## src/rtl/csa_seq_ctrl_if.sv

```systemverilog
// ---------------------------------------------------------------------------
// csa_seq_ctrl_if
//
// Purpose: groups the request/response signals of the byte-serial
// multi-precision adder controller (csa_seq_ctrl).
//
// Signals (W = 8*NBYTES):
//   START  requester -> controller  request, sampled only when idle
//   A, B   requester -> controller  operands, captured on accepted START
//   C_IN   requester -> controller  carry into byte 0
//   SUB    requester -> controller  subtract request (only with CSA_SEQ_SUB_EN)
//   BUSY   controller -> requester  high whenever an operation is in flight
//   DONE   controller -> requester  one-cycle pulse, result valid
//   SUM    controller -> requester  registered W-bit result
//   C_OUT  controller -> requester  registered carry out of bit W-1
//
// Optional feature macro: CSA_SEQ_SUB_EN (adds the SUB signal).
// ---------------------------------------------------------------------------
interface csa_seq_ctrl_if #(
    parameter int NBYTES = 4
);
    localparam int W = 8 * NBYTES;

    logic         START;
    logic [W-1:0] A;
    logic [W-1:0] B;
    logic         C_IN;
`ifdef CSA_SEQ_SUB_EN
    logic         SUB;
`endif
    logic         BUSY;
    logic         DONE;
    logic [W-1:0] SUM;
    logic         C_OUT;

`ifdef CSA_SEQ_SUB_EN
    modport master (
        output START, A, B, C_IN, SUB,
        input  BUSY, DONE, SUM, C_OUT
    );

    modport slave (
        input  START, A, B, C_IN, SUB,
        output BUSY, DONE, SUM, C_OUT
    );
`else
    modport master (
        output START, A, B, C_IN,
        input  BUSY, DONE, SUM, C_OUT
    );

    modport slave (
        input  START, A, B, C_IN,
        output BUSY, DONE, SUM, C_OUT
    );
`endif
endinterface

```

## src/rtl/csa_seq_ctrl.sv

```systemverilog
// ---------------------------------------------------------------------------
// csa_seq_ctrl
//
// Purpose: byte-serial multi-precision adder controller. A W = 8*NBYTES bit
// addition is computed by stepping a single 8-bit adder (csa_seq_ctrl_csa8)
// across the operand bytes, least significant first, one byte per cycle,
// with the carry chained through a register between bytes.
//
// Ports:
//   CLK   clock, all state updates on the rising edge
//   RST   synchronous active-high reset (dominates START)
//   bus   csa_seq_ctrl_if slave modport: START/A/B/C_IN[/SUB] in,
//         BUSY/DONE/SUM/C_OUT out
//
// Timing: START accepted at edge 0 -> byte k written at edge k+1 ->
// DONE high for the cycle after edge NBYTES -> idle again after edge
// NBYTES+1. SUM/C_OUT are registered and hold until the next accepted START.
//
// Optional feature macro: CSA_SEQ_SUB_EN. When defined, SUB=1 at START
// captures ~B and forces the initial carry to 1 so the result is A-B mod 2^W
// (C_OUT=1 means no borrow). When undefined the block is add-only.
// ---------------------------------------------------------------------------

// 8-bit ripple adder slice shared by every byte step.
module csa_seq_ctrl_csa8 (
    input  logic [7:0] a,
    input  logic [7:0] b,
    input  logic       c_in,
    output logic [7:0] sum,
    output logic       c_out
);
    logic [8:0] carry;

    assign carry[0] = c_in;

    generate
        for (genvar gi = 0; gi < 8; gi++) begin : g_bit
            assign sum[gi]     = a[gi] ^ b[gi] ^ carry[gi];
            assign carry[gi+1] = (a[gi] & b[gi]) | (carry[gi] & (a[gi] ^ b[gi]));
        end
    endgenerate

    assign c_out = carry[8];
endmodule

module csa_seq_ctrl #(
    parameter int NBYTES = 4
) (
    input  logic            CLK,
    input  logic            RST,
    csa_seq_ctrl_if.slave   bus
);
    localparam int W  = 8 * NBYTES;
    localparam int IW = (NBYTES > 1) ? $clog2(NBYTES) : 1;
    localparam logic [IW-1:0] LAST_IDX = IW'(NBYTES - 1);

    typedef enum logic [1:0] {
        ST_IDLE = 2'd0,
        ST_RUN  = 2'd1,
        ST_DONE = 2'd2
    } state_t;

    state_t        state_q, state_d;
    logic [W-1:0]  opa_q, opa_d;
    logic [W-1:0]  opb_q, opb_d;
    logic [IW-1:0] idx_q, idx_d;
    logic          cy_q, cy_d;
    logic [W-1:0]  sum_q, sum_d;
    logic          cout_q, cout_d;
    logic          busy_q, busy_d;
    logic          done_q, done_d;

    // Byte lanes of the captured operands, selected by idx for the adder.
    logic [7:0]    opa_bytes [NBYTES];
    logic [7:0]    opb_bytes [NBYTES];
    logic [7:0]    csa_a;
    logic [7:0]    csa_b;
    logic [7:0]    csa_sum;
    logic          csa_cout;

    // SUM with the current byte lane replaced by the adder output; every
    // other lane keeps its registered value.
    logic [W-1:0]  sum_run;

    // Operand B and carry-in as they would be captured on an accepted START.
    logic [W-1:0]  start_b;
    logic          start_cy;

    generate
        for (genvar gi = 0; gi < NBYTES; gi++) begin : g_lane
            assign opa_bytes[gi] = opa_q[8*gi +: 8];
            assign opb_bytes[gi] = opb_q[8*gi +: 8];
            assign sum_run[8*gi +: 8] = (idx_q == IW'(gi)) ? csa_sum
                                                           : sum_q[8*gi +: 8];
        end
    endgenerate

    assign csa_a = opa_bytes[idx_q];
    assign csa_b = opb_bytes[idx_q];

    csa_seq_ctrl_csa8 u_csa (
        .a     (csa_a),
        .b     (csa_b),
        .c_in  (cy_q),
        .sum   (csa_sum),
        .c_out (csa_cout)
    );

`ifdef CSA_SEQ_SUB_EN
    // Two's complement subtraction: A + ~B + 1, so C_IN is ignored.
    assign start_b  = bus.SUB ? ~bus.B : bus.B;
    assign start_cy = bus.SUB ? 1'b1   : bus.C_IN;
`else
    assign start_b  = bus.B;
    assign start_cy = bus.C_IN;
`endif

    always_comb begin
        state_d = state_q;
        opa_d   = opa_q;
        opb_d   = opb_q;
        idx_d   = idx_q;
        cy_d    = cy_q;
        sum_d   = sum_q;
        cout_d  = cout_q;
        busy_d  = busy_q;
        done_d  = 1'b0;

        case (state_q)
            ST_IDLE: begin
                if (bus.START) begin
                    opa_d   = bus.A;
                    opb_d   = start_b;
                    cy_d    = start_cy;
                    idx_d   = '0;
                    sum_d   = '0;
                    cout_d  = 1'b0;
                    busy_d  = 1'b1;
                    state_d = ST_RUN;
                end
            end

            ST_RUN: begin
                // START is not looked at here: requests while busy are dropped.
                sum_d = sum_run;
                cy_d  = csa_cout;
                if (idx_q == LAST_IDX) begin
                    cout_d  = csa_cout;
                    done_d  = 1'b1;
                    state_d = ST_DONE;
                end else begin
                    idx_d = idx_q + IW'(1);
                end
            end

            ST_DONE: begin
                // BUSY covers the DONE cycle and falls together with DONE.
                busy_d  = 1'b0;
                idx_d   = '0;
                state_d = ST_IDLE;
            end

            default: begin
                busy_d  = 1'b0;
                state_d = ST_IDLE;
            end
        endcase
    end

    always_ff @(posedge CLK) begin
        if (RST) begin
            state_q <= ST_IDLE;
            opa_q   <= '0;
            opb_q   <= '0;
            idx_q   <= '0;
            cy_q    <= 1'b0;
            sum_q   <= '0;
            cout_q  <= 1'b0;
            busy_q  <= 1'b0;
            done_q  <= 1'b0;
        end else begin
            state_q <= state_d;
            opa_q   <= opa_d;
            opb_q   <= opb_d;
            idx_q   <= idx_d;
            cy_q    <= cy_d;
            sum_q   <= sum_d;
            cout_q  <= cout_d;
            busy_q  <= busy_d;
            done_q  <= done_d;
        end
    end

    assign bus.BUSY  = busy_q;
    assign bus.DONE  = done_q;
    assign bus.SUM   = sum_q;
    assign bus.C_OUT = cout_q;
endmodule

```

## src/flat_wrapper.sv

```systemverilog
// flat-port wrapper written by rule: the top's interface ports become plain ports
module csa_seq_ctrl_flat 
#(
    parameter int NBYTES = 4
)
  (CLK, RST, bus_START, bus_A, bus_B, bus_C_IN, bus_BUSY, bus_DONE, bus_SUM, bus_C_OUT);
  csa_seq_ctrl_if #(.NBYTES(NBYTES)) bus_i ();
  input  logic CLK;
  input  logic RST;
  input wire logic [$bits(bus_i.START)-1:0] bus_START;
  input wire logic [$bits(bus_i.A)-1:0] bus_A;
  input wire logic [$bits(bus_i.B)-1:0] bus_B;
  input wire logic [$bits(bus_i.C_IN)-1:0] bus_C_IN;
  output wire logic [$bits(bus_i.BUSY)-1:0] bus_BUSY;
  output wire logic [$bits(bus_i.DONE)-1:0] bus_DONE;
  output wire logic [$bits(bus_i.SUM)-1:0] bus_SUM;
  output wire logic [$bits(bus_i.C_OUT)-1:0] bus_C_OUT;
  assign bus_i.START = bus_START;
  assign bus_i.A = bus_A;
  assign bus_i.B = bus_B;
  assign bus_i.C_IN = bus_C_IN;
  assign bus_BUSY = bus_i.BUSY;
  assign bus_DONE = bus_i.DONE;
  assign bus_SUM = bus_i.SUM;
  assign bus_C_OUT = bus_i.C_OUT;
  csa_seq_ctrl #(.NBYTES(NBYTES)) u_core (.CLK(CLK), .RST(RST), .bus(bus_i));
endmodule
```

## config.mk

```make
export PLATFORM = sky130hd
export DESIGN_NAME = csa_seq_ctrl_flat
export DESIGN_NICKNAME = d
export VERILOG_FILES = /design/src/rtl/csa_seq_ctrl_if.sv /design/src/rtl/csa_seq_ctrl.sv /design/src/flat_wrapper.sv
export SDC_FILE = /design/constraint.sdc
export NUM_CORES = 1
export LEC_CHECK = 0
export ABC_AREA = 1
export CORE_MARGIN = 2
export CORE_UTILIZATION = 54
export DETAILED_ROUTE_END_ITERATION = 7
export PLACE_DENSITY = 0.9
export SLEW_MARGIN = 30
export SYNTH_ARGS = -nofsm -noshare
export SYNTH_HDL_FRONTEND = slang
export SYNTH_SLANG_ARGS = --single-unit
```

## constraint.sdc

```tcl
create_clock -name CLK -period 8.9 [get_ports CLK]
set_input_delay 1.335 -clock CLK [delete_from_list [all_inputs] [get_ports CLK]]
set_output_delay 1.335 -clock CLK [all_outputs]
set_load 0.03 [all_outputs]
```

==> results of run 1 <==
-- synthesized netlist by cell type --
library cell and count:
a31oi_1 1, nand3b_1 9, o21ai_1 3, clkbuf_1 22, dfxtp_1 104, nand2_2 4, a21oi_1 31, buf_2 4
inv_2 1, nand2_1 71, o22ai_1 4, o21ai_0 95, nor2_1 192, o22a_1 12, buf_1 1, nand3_1 1
fa_1 8, inv_1 17, nand2_4 1, ha_1 4, nor2_4 2, buf_4 8, buf_6 1
-- flip-flops by register name (all words and copies together) (netlist names) --
register	cells
u_core.state_q	2
u_core.bus.C_OUT	1
u_core.bus.SUM	32
u_core.idx_q	2
u_core.bus.DONE	1
u_core.bus.BUSY	1
u_core.cy_q	1
u_core.opb_q	32
u_core.opa_q	32
-- area by class of cell --
class	instances	area, µm²	area share
Inverter	18	68.8	0.0122
Clock inverter	7	92.6	0.0164
Timing Repair Buffer	106	1050	0.186
Sequential cell	104	2080	0.368
Multi-Input combinational cell	438	2110	0.373
Tap cell	105	131	0.0232
Clock buffer	9	124	0.0219
-- cell families after synthesis --
group                      count (synthesis)  synth area share
DFF                                      104             0.469
buffers and inverters                     54            0.0553
and+or+nand+nor                          280             0.252
AOI/OAI and AO/OA                        146             0.176
adders and majority gates                 12            0.0474
-- worst min-delay path: stages, from the launching register on --
cell and delay (ns):
dfxtp_1 0.32, nand2_1 0.06, a21oi_1 0.05
-- power by group --
part	total [mW]	switching (mW)	internal [mW]	leakage, nW
Clock	0.309	0.173	0.136	0.108
Combinational	0.260	0.151	0.109	1.27
Sequential	0.531	0.0262	0.505	0.857
Total	1.10	0.350	0.750	2.24
-- worst max path at each step --
stage | slack (ns) | startpoint | endpoint | cells after the start
floorplan | 4.62 | u_core.idx_q[1]$_SDFFE_PP0P_ | u_core.bus.SUM[15]$_SDFFE_PP0P_ | 17
global placement | 4.30 | u_core.idx_q[1]$_SDFFE_PP0P_ | u_core.bus.SUM[15]$_SDFFE_PP0P_ | 16
CTS | 4.12 | u_core.idx_q[1]$_SDFFE_PP0P_ | u_core.bus.SUM[15]$_SDFFE_PP0P_ | 16
global route | 3.75 | u_core.idx_q[1]$_SDFFE_PP0P_ | u_core.bus.SUM[23]$_SDFFE_PP0P_ | 16
finish | 4.07 | u_core.idx_q[1]$_SDFFE_PP0P_ | u_core.bus.SUM[23]$_SDFFE_PP0P_ | 16
detailed placement | 4.15 | u_core.idx_q[1]$_SDFFE_PP0P_ | u_core.bus.SUM[15]$_SDFFE_PP0P_ | 16
-- metrics by stage --
stage          total power [mW]  hold WS (ns)  cell area, µm²  std cells  setup WS (ns)
2_1_floorplan             0.703         0.450            4440        596           4.62
3_5_place_dp              0.799         0.455            5440        771           4.15
6_report                   1.10         0.466            5660        787           4.07
5_1_grt                    1.15         0.490            5660        787           3.75
4_1_cts                    1.10         0.468            5660        787           4.12
3_3_place_gp              0.791         0.448            5440        771           4.30
-- per-layer routing --
metal / track usage / part of all wire
met1: 0.309 / 0.44
met4: 0.0797 / 0.017
met2: 0.444 / 0.49
met3: 0.0583 / 0.058
met5: 0 / 0
==> run metrics, run 1 <==
status complete, no violations; Ant. Diodes 0; area grow syn2layout 27.5%; Worst Path Buf+Inv 3; Yosys top cell area share 0.469; Maximum Capacitance Violations 0; r2r endpoint u_core.bus.SUM[23]$_SDFFE_PP0P_; final setup fails 0; cell breakdown of the critical path inv_1, o21ai_0, o22a_1, fa_1, fa_1, fa_1, fa_1, fa_1, inv_1, fa_1, fa_1, inv_1, fa_1, nor2_1, nand2_1, a21oi_1; most frequent cells in the layout 192 x nor2_1, 104 x dfxtp_1, 102 x clkdlybuf4s50_1, 95 x o21ai_0, 71 x nand2_1; DPL Wire Length approximately 8100 µm; fmax around 210 MHz; filler instances around 670; number of port buffers around 100; Placeable Area between 8000 and 9000 µm²; Yosys reg bits roughly 100; Slew Viols, Final 0; Critical R2R Launch u_core.idx_q[1]$_SDFFE_PP0P_; share of the yosys chip area belonging to registers 0.469; All-Layer GR Usage 0.254; Final Core Density 0.699; largest net degree at the start of global routing 80; R2R cell count 16; Worst Path Arrival approximately 5.1 ns; Synthesis Warnings 0; antenna viol nets, final 0; cts-stage hold buffer count 0; routed len/inst roughly 14 µm; Max clock buf depth 2; Pwr per Cell Area between 150 and 200 nW/µm²; Routed WL 11200 µm; CTS tree built; Hold Path End u_core.bus.SUM[1]$_SDFFE_PP0P_; Hold Fails Final Rpt 0; share of layout cells above drive strength 1 0.0411; vias in the first global route 3857; Root Buffer clkbuf_8; synthesized area per cell 7.45 µm²; relative slew slack 0.458; CP max FO 19; leading area contributor after synthesis dfxtp_1; synthesized cell area 4440 µm²; Setup CP Type reg -> reg; via count approximately 4000; H-tree levels 3; r2r setup slk around 4.1 ns; commonest non-fill, non-tap cell in the layout nor2_1; starting density of the core 0.548; Max rail drop VDD 130 µV; Crit path required time approximately 9.2 ns; Leak roughly 2.2 nW; CP Capture Type flop; worst hold stages 2; clk_skew 0.0131 ns; CTS resizes 0; via/cell ratio approximately 5.2; first-pass GRT wire length 17800 µm; Die Height ~95 µm; final worst-path cycle share 0.543; Hold Crit Class reg -> reg; die width between 90 and 100 µm; grt total ovfl 0; Setup Fix Bufs, Post-CTS 0; 1st-pass router iterations 5; distinct cell type count after synthesis 23; gpl congestion between 0.8 and 0.9; Critical Path Max Stage Delay between 0.5 and 0.6 ns; Clk Latency, worst-skew pair 0.37 ns; Clock transition at path regs around 0.10 ns; # DRC 0; type of origin of the critical path flop; worst-margin pin slew ~0.8 ns; number of I/O pins 103; Cell Rows 33; clock sinks 104; Hold Path Origin u_core.bus.SUM[1]$_SDFFE_PP0P_; syn_nets roughly 680; synth top area cells dfxtp_1 47%, nor2_1 16%, o21ai_0 11%, nand2_1 6.0%, fa_1 3.6%; die area between 8000 and 9000 µm²; initial antenna violation count 0; CTS Buf Count 9; Top delay family on crit path adder cells; unrepaired setup endpoints after global routing no; DRT iter0 DRCs roughly 190; Post-Synthesis Cells just under 600; Final min period 4.83 ns; CP dominant cell by count fa_1; Final nets 757; Fin Setup TNS 0 ns; slowest cell on the critical path dfxtp_1
No activity file was read; power rests on OpenSTA's default activity.
==> run 2: changes to the inputs <==
--- a/config.mk
+++ b/config.mk
@@ -7,9 +7,9 @@
 export LEC_CHECK = 0
 export ABC_AREA = 1
 export CORE_MARGIN = 2
-export CORE_UTILIZATION = 54
+export CORE_UTILIZATION = 45
 export DETAILED_ROUTE_END_ITERATION = 7
-export PLACE_DENSITY = 0.9
+export PLACE_DENSITY = 0.81
 export SLEW_MARGIN = 30
 export SYNTH_ARGS = -nofsm -noshare
 export SYNTH_HDL_FRONTEND = slang
==> constraint.sdc (replaced) <==
create_clock -name CLK -period 3.9 [get_ports CLK]
set_input_delay 0.585 -clock CLK [delete_from_list [all_inputs] [get_ports CLK]]
set_output_delay 0.585 -clock CLK [all_outputs]
set_load 0.03 [all_outputs]
==> run metrics, run 2 (same netlist as run 1, synthesis figures left out) <==
Fin Setup TNS -0.0259 ns; DRT iter0 DRCs about 170; final worst-path cycle share 1.01; multi-input logic area 2140 µm²; Logic pwr share 0.253; Internal ~1.7 mW; Worst Path Arrival 4.23 ns; Clk Latency, worst-skew pair 0.38 ns; CTS tree built; Cell Rows 36; status complete, but fails checks; Placed Instances around 810; Slew Viols, Final 0; first-pass GRT wire length ~18000 µm; Critical Path Max Stage Delay between 0.4 and 0.5 ns; routed len/inst approximately 14 µm; Ant. Diodes 0; final std cells w/o fill between 800 and 900; worst-margin pin slew ~0.64 ns; failing checks negative setup slack; cts-stage hold buffer count 0; Setup Fix Bufs, Post-CTS 0; via/cell ratio around 5; gpl congestion roughly 0.89; number of I/O pins 103; Tot Pwr between 2 and 2.5 mW; Maximum Capacitance Violations 0; hold slack around 0.47 ns; antenna viol nets, final 0; Top delay family on crit path adder cells; # DRC 0; CP max FO 7; Root Buffer clkbuf_8; largest net degree at the start of global routing just under 80; starting density of the core 0.458; Worst Path Buf+Inv 3; filler instances slightly below 900; DPL Wire Length 8540 µm; Placeable Area 9680 µm²; clock sinks approximately 100; 1st-pass router iterations 4; Max clock buf depth 2; sequential share of power 0.489; power share of the clock group 0.258; Die Height 103 µm; type of origin of the critical path flop; Hold Fails Final Rpt 0; share of layout cells above drive strength 1 0.0740; Hold Crit Class reg -> reg; via count approximately 4100; clk_skew 0.0230 ns; vias in the first global route 3920; commonest non-fill, non-tap cell in the layout nor2_1; final worst slack -0.0259 ns; relative slew slack 0.574; CP dominant cell by count fa_2; CP Capture Type flop; CTS Buf Count 9; unrepaired setup endpoints after global routing yes; slowest cell on the critical path fa_1; die width ~100 µm; Pwr per Cell Area between 400 and 500 nW/µm²; number of port buffers ~100; most frequent cells in the layout 190 x nor2_1, 102 x clkdlybuf4s50_1, 102 x dfxtp_1, 92 x o21ai_0, 71 x nand2_1; Clock transition at path regs around 0.1 ns; switching power roughly 800 µW; Routed WL around 12000 µm; Final min period about 3.9 ns; cell breakdown of the critical path inv_4, nor2_1, o22a_1, fa_2, fa_2, fa_2, fa_2, fa_2, inv_2, fa_2, fa_2, inv_2, fa_1, nor2_4, nand2_1, a21oi_2; Sequential Area about 2100 µm²; die area ~11000 µm²; Crit path required time 4.21 ns; grt total ovfl 0; Setup CP Type reg -> reg; H-tree levels 3; initial antenna violation count 0; area grow syn2layout 29.7%; Final nets ~760; Net Sw Frac 0.328; Leak around 2.3 nW; final setup fails 1; fmax 255 MHz; All-Layer GR Usage 0.221; Max rail drop VDD 261 µV
## run 2: cell count changes in the layout (fill, tap and decap cells not counted), sizes merged
cell / delta
buf: +7
bufinv: -1
clkinv: -2
clkinvlp: +1
inv: +2
## run 2: cell type report
type	count	area share
multi-input cells	438	0.372
flip-flops and latches	104	0.362
repair buffers	113	0.192
well taps	133	0.0289
clock buffers	9	0.0215
inverters	18	0.0122
clock inverters	7	0.0113
## run 2: path summary, 6_finish.rpt
check | from | to | slack, ns | cells after the start
max | u_core.idx_q[0]$_SDFFE_PP0P_ | u_core.bus.SUM[23]$_SDFFE_PP0P_ | -0.03 | 16
min | u_core.bus.SUM[18]$_SDFFE_PP0P_ | u_core.bus.SUM[18]$_SDFFE_PP0P_ | 0.47 | 2
max reg2reg | u_core.idx_q[0]$_SDFFE_PP0P_ | u_core.bus.SUM[23]$_SDFFE_PP0P_ | -0.03 | 16
min reg2reg | u_core.bus.SUM[18]$_SDFFE_PP0P_ | u_core.bus.SUM[18]$_SDFFE_PP0P_ | 0.47 | 2
## run 2: per-layer routing
| metal | track usage | share of wire |
|---|---|---|
| met1 | 0.266 | 0.43 |
| met5 | 0 | 0 |
| met4 | 0.0678 | 0.019 |
| met2 | 0.396 | 0.50 |
| met3 | 0.0477 | 0.056 |
## run 2: metrics by stage
| step | setup WS (ns) | utilization | instance area (µm²) |
|---|---|---|---|
| 6_report | -0.0259 | 0.595 | 5760 |
| 5_1_grt | -0.126 | 0.595 | 5760 |
| 4_1_cts | 0.000289 | 0.593 | 5740 |
| 3_5_place_dp | -0.0438 | 0.572 | 5540 |
| 3_3_place_gp | 0.0200 | 0.572 | 5540 |
| 2_1_floorplan | 0.00327 | - | 4490 |
## run 2: power groups by stage
stage / clock network (mW) / logic (mW) / registers [mW]
after global routing: 0.688 / 0.699 / 1.22
after floorplan: 0 / 0.342 / 1.28
after detailed placement: 0 / 0.610 / 1.23
final: 0.638 / 0.627 / 1.21
after global placement: 0 / 0.597 / 1.23
after CTS: 0.645 / 0.615 / 1.21
## run 2: worst min-delay path, cell delays in order (launching register included)
cell	delay [ns]
dfxtp_1	0.33
nand2_1	0.06
a21oi_1	0.05
## run 2: what timing repair did
| item | in CTS | in global routing |
|---|---|---|
| gates resized for setup | 4 | 10 |
| pin swaps | 2 | 3 |
| endpoints found under the setup margin | 4 | 6 |
==> run 3: changes to the inputs <==
--- a/config.mk
+++ b/config.mk
@@ -6,6 +6,7 @@
 export NUM_CORES = 1
 export LEC_CHECK = 0
 export ABC_AREA = 1
+export ABC_CLOCK_PERIOD_IN_PS = 3900
 export CORE_MARGIN = 2
 export CORE_UTILIZATION = 45
 export DETAILED_ROUTE_END_ITERATION = 7
==> results of run 3 <==
Final layout, timing and power as in run 2 (identical DEF).
